## src/rtl/l2_writeback_buffer.sv

```systemverilog
// l2_writeback_buffer
//   FIFO write-back buffer between L2 and DataMemory. Dirty-eviction words are
//   queued without stalling L2 on the memory write latency, and drained in
//   order. Buffered entries are forwarded to L2 fill lookups (youngest match
//   wins). A flush request blocks new evictions until the buffer has drained.
//
//   Optional build macro WB_COALESCE_EN: an eviction whose address matches a
//   stored, not-in-flight entry overwrites that entry's data in place.
//
// Ports
//   clk, reset                    clock, synchronous active-high reset
//   evict_valid/addr/data/ready   eviction push from L2
//   fill_addr, fill_hit/data      combinational forwarding lookup
//   dmem_wr_en/addr/data, dmem_ack  write channel to DataMemory
//   flush, flush_done             drain request / completion pulse
//   count, empty, full            occupancy status
module l2_writeback_buffer #(
    parameter int DEPTH  = 4,
    parameter int ADDR_W = 32,
    parameter int DATA_W = 32
) (
    input  logic                       clk,
    input  logic                       reset,
    input  logic                       evict_valid,
    input  logic [ADDR_W-1:0]          evict_addr,
    input  logic [DATA_W-1:0]          evict_data,
    output logic                       evict_ready,
    input  logic [ADDR_W-1:0]          fill_addr,
    output logic                       fill_hit,
    output logic [DATA_W-1:0]          fill_data,
    output logic                       dmem_wr_en,
    output logic [ADDR_W-1:0]          dmem_addr,
    output logic [DATA_W-1:0]          dmem_data,
    input  logic                       dmem_ack,
    input  logic                       flush,
    output logic                       flush_done,
    output logic [$clog2(DEPTH):0]     count,
    output logic                       empty,
    output logic                       full
);
    localparam int PW = $clog2(DEPTH);
    localparam int CW = PW + 1;

    typedef struct packed {
        logic [ADDR_W-1:0] addr;
        logic [DATA_W-1:0] data;
    } entry_t;

    typedef enum logic {IDLE, WRITE} state_t;

    entry_t        mem [DEPTH];
    logic [PW-1:0] wr_ptr, rd_ptr;
    logic [PW-1:0] slot [DEPTH];   // slot[i] = storage index of i-th oldest entry
    logic [CW-1:0] count_q, count_nxt;
    state_t        state;
    logic          flush_pending;
    logic          push, push_app, pop, coal_hit, done_nxt;
    logic [PW-1:0] coal_idx;

    always_comb begin
        for (int i = 0; i < DEPTH; i++) slot[i] = rd_ptr + PW'(i);
    end

    // Oldest-to-youngest scan so the last match (youngest) overrides.
    always_comb begin
        fill_hit  = 1'b0;
        fill_data = '0;
        for (int i = 0; i < DEPTH; i++) begin
            if (CW'(i) < count_q && mem[slot[i]].addr == fill_addr) begin
                fill_hit  = 1'b1;
                fill_data = mem[slot[i]].data;
            end
        end
    end

`ifdef WB_COALESCE_EN
    // The in-flight head is excluded so data presented to DataMemory stays stable.
    always_comb begin
        coal_hit = 1'b0;
        coal_idx = '0;
        for (int i = 0; i < DEPTH; i++) begin
            if (CW'(i) < count_q && !(i == 0 && state == WRITE) &&
                mem[slot[i]].addr == evict_addr) begin
                coal_hit = 1'b1;
                coal_idx = slot[i];
            end
        end
    end
`else
    assign coal_hit = 1'b0;
    assign coal_idx = '0;
`endif

    assign full        = (count_q == CW'(DEPTH));
    assign empty       = (count_q == '0);
    assign count       = count_q;
    assign evict_ready = !flush_pending && (!full || coal_hit);
    assign push        = evict_valid && evict_ready;
    assign push_app    = push && !coal_hit;
    assign pop         = (state == WRITE) && dmem_ack;
    assign count_nxt   = count_q + CW'(push_app) - CW'(pop);
    // A push racing a flush on an empty buffer must still be drained first.
    assign done_nxt    = (flush_pending || flush) && empty && (state == IDLE) && !push;

    assign dmem_wr_en  = (state == WRITE);
    assign dmem_addr   = dmem_wr_en ? mem[rd_ptr].addr : '0;
    assign dmem_data   = dmem_wr_en ? mem[rd_ptr].data : '0;

    // Storage carries no reset; validity is defined purely by count/pointers.
    always_ff @(posedge clk) begin
        if (push_app)  mem[wr_ptr]        <= '{addr: evict_addr, data: evict_data};
        else if (push) mem[coal_idx].data <= evict_data;
    end

    always_ff @(posedge clk) begin
        if (reset) begin
            wr_ptr        <= '0;
            rd_ptr        <= '0;
            count_q       <= '0;
            state         <= IDLE;
            flush_pending <= 1'b0;
            flush_done    <= 1'b0;
        end else begin
            if (push_app) wr_ptr <= wr_ptr + 1'b1;
            if (pop)      rd_ptr <= rd_ptr + 1'b1;
            count_q <= count_nxt;
            case (state)
                // Including the current push lets a word go out the cycle after it lands.
                IDLE:    if (!empty || push_app) state <= WRITE;
                WRITE:   if (dmem_ack && count_q <= CW'(1)) state <= IDLE;
                default: state <= IDLE;
            endcase
            flush_done    <= done_nxt;
            flush_pending <= done_nxt ? 1'b0 : (flush_pending || flush);
        end
    end
endmodule
```

## config.mk

```make
export PLATFORM = sky130hd
export DESIGN_NAME = l2_writeback_buffer
export DESIGN_NICKNAME = d
export VERILOG_FILES = /design/src/rtl/l2_writeback_buffer.sv
export SDC_FILE = /design/constraint.sdc
export NUM_CORES = 1
export LEC_CHECK = 0
export CORE_MARGIN = 1
export CORE_UTILIZATION = 58
export CTS_CLUSTER_DIAMETER = 60
export DETAILED_ROUTE_END_ITERATION = 12
export PLACE_DENSITY = 0.87
export SETUP_SLACK_MARGIN = 0.02
export SYNTH_ARGS = -nofsm -noshare
export SYNTH_HDL_FRONTEND = slang
export SYNTH_SLANG_ARGS = --single-unit
```

## constraint.sdc

```tcl
create_clock -name clk -period 3.7 [get_ports clk]
set_input_delay 0.37 -clock clk [delete_from_list [all_inputs] [get_ports clk]]
set_output_delay 0.37 -clock clk [all_outputs]
set_load 0.005 [all_outputs]
```

==> summary.md <==
| Metric | Value |
|---|---|
| Clk root buf | `clkbuf_16` |
| Syn_nets | `1420` |
| GRT Util Overall | `39.4%` |
| Data arrival, critical path | `4.57 ns` |
| Seq/Total Area, Yosys | `between 40% and 50%` |
| Die Area | `roughly 32000 um^2` |
| Worst slew margin | `25.0%` |
| Setup WS post-layout | `-1.24 ns` |
| CP Data Required Time | `3.33 ns` |
| PortBufs | `205` |
| Mapped Cells | `roughly 1300` |
| Post-CTS Hold Buffers | `0` |
| Htree depth | `1` |
| Pleak | `around 8.6 nW` |
| Worst reg-to-reg path cell count | `10` |
| I/O pin count | `between 200 and 250` |
| Final Hold Fails | `0` |
| Total power | `0.0129 W` |
| Core ar. | `30700 um^2` |
| Period utilization | `133%` |
| Critical path class | `reg2out` |
| CTS clk-pin slew, worst paths | `roughly 0.070 ns` |
| DP HPWL | `36600 um` |
| R2R Path Start | `count[0]` |
| R2R Setup Slk | `approximately 1.3 ns` |
| CP endpoint kind | `primary output` |
| Post-Place Worst Slack | `-0.633 ns` |
| First-pass GRT wire length | `91900 um` |
| Switching pwr | `0.00436 W` |
| Worst-Margin Slew | `1.13 ns` |
| Layout Cell Area excl Fill | `24700 um^2` |
| Asr flop ratio synth | `0%` |
| Vias in the first global route | `15171` |
| Clock Sinks | `around 270` |
| Flop pwr share | `31.4%` |
| Hold EP | `mem[1][6]` |
| Gr ovfl total | `0` |
| Sw Ratio | `around a third` |
| Failing checks | `negative setup slack` |
| GP Congestion | `about 1.0` |
| PwrDens | `521 nW/um^2` |
| Max_cap viols | `0` |
| Clk buf depth | `3` |
| Yosys reg bits | `between 200 and 300` |
| Setup repair after global routing missed its margin | `yes` |
| Finished Layout Cells | `2145` |
| Routed len/inst | `31.7 um` |
| Placed Instances | `2002` |
| Drt total wl | `67900 um` |
| Post-DRT Antenna Nets | `0` |
| Synth Flop Type | `edfxtp_1` |
| Clk pwr share | `25.0%` |
| RR Endpoint | `count[2]` |
| Routed vias/inst | `7.40` |
| TritonRoute pass-1 iters | `8` |
| Mean post-synth cell area | `~14 um^2` |
| Worst Path Max Fanout | `7` |
| Clock Skew | `approximately 0.025 ns` |
| Peak supply drop | `0.462 mV` |
| CTS Buf Count | `30` |
| DP Area | `approximately 22000 um^2` |
| Startpoint Class | `flip-flop` |
| Iter 0 DRT Violations | `2695` |
| Setup TNS | `-28.50 ns` |
| Combinational Power Share | `between 40% and 50%` |
| Die height | `179 um` |
| Share of layout cells above drive strength 1 | `~40%` |
| Die Span X | `179 um` |
| Critical hold path startpoint | `evict_data[6]` |
| Most common cell after layout, fill and taps aside | `edfxtp_1` |
| Ys Warns | `0` |
| Pin count of the biggest net entering global routing | `94` |
| Syn-to-layout area delta | `36.6%` |
| Commonest non-fill, non-tap cells in the layout | `256 x edfxtp_1, 205 x buf_4, 183 x mux4_2, 172 x clkdlybuf4s50_1, 102 x mux2i_1` |
| HP Class | `in2reg` |
| Post-synth EDFFs | `256` |
| Setup-failing EPs final | `33` |
| Internal power | `0.00852 W` |
| Synthesized area | `18100 um^2` |
| Slew Limit Fails | `0` |
| Effective utilization at floorplan | `59.0%` |
| Clk Latency, worst-skew pair | `0.59 ns` |
| CTS tree | `built` |
| Maximum clock frequency | `0.203 GHz` |
| DRC | `0` |
| Via count | `15883` |
| Yosys cell types | `between 60 and 70` |
| Row count | `64` |
| # nets final | `around 1800` |
| Hold path depth | `1` |
| Initial antenna violation count | `5` |
| Status | `complete, but fails checks` |
| Post-layout min period | `4.94 ns` |
[worst max-delay path by stage]
| stage | start | endpoint |
|---|---|---|
| 2_1_floorplan | rd_ptr[0] | fill_data[20] |
| 3_3_place_gp | rd_ptr[1] | fill_data[27] |
| 3_5_place_dp | rd_ptr[1] | fill_data[27] |
| 4_1_cts | rd_ptr[0] | fill_data[27] |
| 5_1_grt | rd_ptr[0] | fill_data[8] |
| 6_report | rd_ptr[1] | fill_data[8] |
[kinds of logic (layout without fill, tap and decap cells)]
group	Yosys count	after routing	share of synthesized area [%]
other	0	4	0
DFF	268	268	43.8
muxes	325	325	30.8
and+or+nand+nor	298	298	9.47
buffers and inverters	134	570	4.22
AOI/OAI and AO/OA	157	157	5.35
adders and majority gates	10	10	0.733
xor gates and xnor gates	117	117	5.66
[critical path: stages (launching register included)]
cell and delay [ns]:
dfxtp_4 0.41, buf_6 0.14, buf_12 0.11, buf_6 0.09, mux4_2 0.52, xor2_2 0.19
nor4_2 0.33, nand4_1 0.21, or4_4 0.52, buf_12 0.18, buf_4 0.15, mux2i_1 0.60
o21ai_2 0.30, buf_2 0.21
[layout make-up]
type / instances / area [um^2]
well taps: 396 / 495
repair buffers: 501 / 5040
fillers: 1470 / 5940
diodes: 4 / 10.0
clock buffers: 43 / 831
flip-flops and latches: 268 / 7940
inverters: 13 / 48.8
multi-input cells: 907 / 10100
clock inverters: 13 / 210
[cells in the mapped netlist (3+ instances only)]
| cell type | instances | area [um^2] |
|---|---|---|
| and2_1 | 56 | 350 |
| buf_1 | 14 | 52.6 |
| ha_1 | 9 | 113 |
| nor3_1 | 6 | 30.0 |
| a21oi_1 | 49 | 245 |
| nor4b_1 | 22 | 193 |
| nand3_1 | 5 | 25.0 |
| clkbuf_1 | 50 | 188 |
| a2bb2oi_1 | 4 | 35.0 |
| buf_12 | 3 | 60.1 |
| dfxtp_1 | 12 | 240 |
| nand4_1 | 18 | 113 |
| nor2b_1 | 45 | 282 |
| xnor2_1 | 74 | 648 |
| buf_6 | 11 | 124 |
| and3_1 | 13 | 81.3 |
| a22oi_1 | 5 | 37.5 |
| mux2_2 | 24 | 270 |
| edfxtp_1 | 256 | 7690 |
| xor2_1 | 43 | 377 |
| and2b_1 | 3 | 22.5 |
| clkbuf_2 | 3 | 15.0 |
| nor2_1 | 62 | 233 |
| buf_2 | 28 | 140 |
| nor4_1 | 10 | 62.6 |
| o21ai_1 | 32 | 160 |
| buf_8 | 6 | 90.1 |
| nor2_2 | 18 | 113 |
| o21ai_0 | 4 | 20.0 |
| o22ai_1 | 4 | 25.0 |
| a221oi_1 | 5 | 43.8 |
| a31oi_1 | 33 | 206 |
| buf_4 | 6 | 45.0 |
| inv_1 | 12 | 45.0 |
| mux2i_1 | 117 | 1170 |
| nand2b_1 | 4 | 25.0 |
| mux4_2 | 183 | 4120 |
| nand2_1 | 27 | 101 |
[metrics by stage]
stage,utilization (%),hold slack (ns)
floorplan,-,0.469
global placement,71.3,0.505
detailed placement,71.3,0.532
CTS,78.8,0.422
global route,80.6,0.419
finish,80.6,0.418
[sequential cells by signal (all words and copies together), names as in the netlist, named ones only]
| name | flops |
|---|---|
| mem | 256 |
| count | 3 |
| rd_ptr | 2 |
| wr_ptr | 2 |
| dmem_wr_en | 1 |
| flush_done | 1 |
| flush_pending | 1 |
[layer usage]
| metal | global-route usage (%) | routed length [um] |
|---|---|---|
| met1 | 51.0 | 21400 |
| met3 | 11.3 | 11000 |
| met2 | 61.2 | 30600 |
| met4 | 19.2 | 4960 |
| met5 | 0 | 13 |
[power by group through the flow]
stage | registers, W | logic [W] | clock network, W
after floorplan | 0.00398 | 0.00290 | 0
after global placement | 0.00404 | 0.00465 | 0
after detailed placement | 0.00409 | 0.00474 | 0
after CTS | 0.00399 | 0.00521 | 0.00315
after global routing | 0.00406 | 0.00582 | 0.00331
final | 0.00404 | 0.00562 | 0.00322
[timing repair]
item | CTS | global route
buffers inserted | 60 | 16
gates cloned | 12 | 2
pin swaps | 35 | 42
endpoints found under the setup margin | 33 | 33
resized for setup | 245 | 100
(Power assumes the default switching activity.)
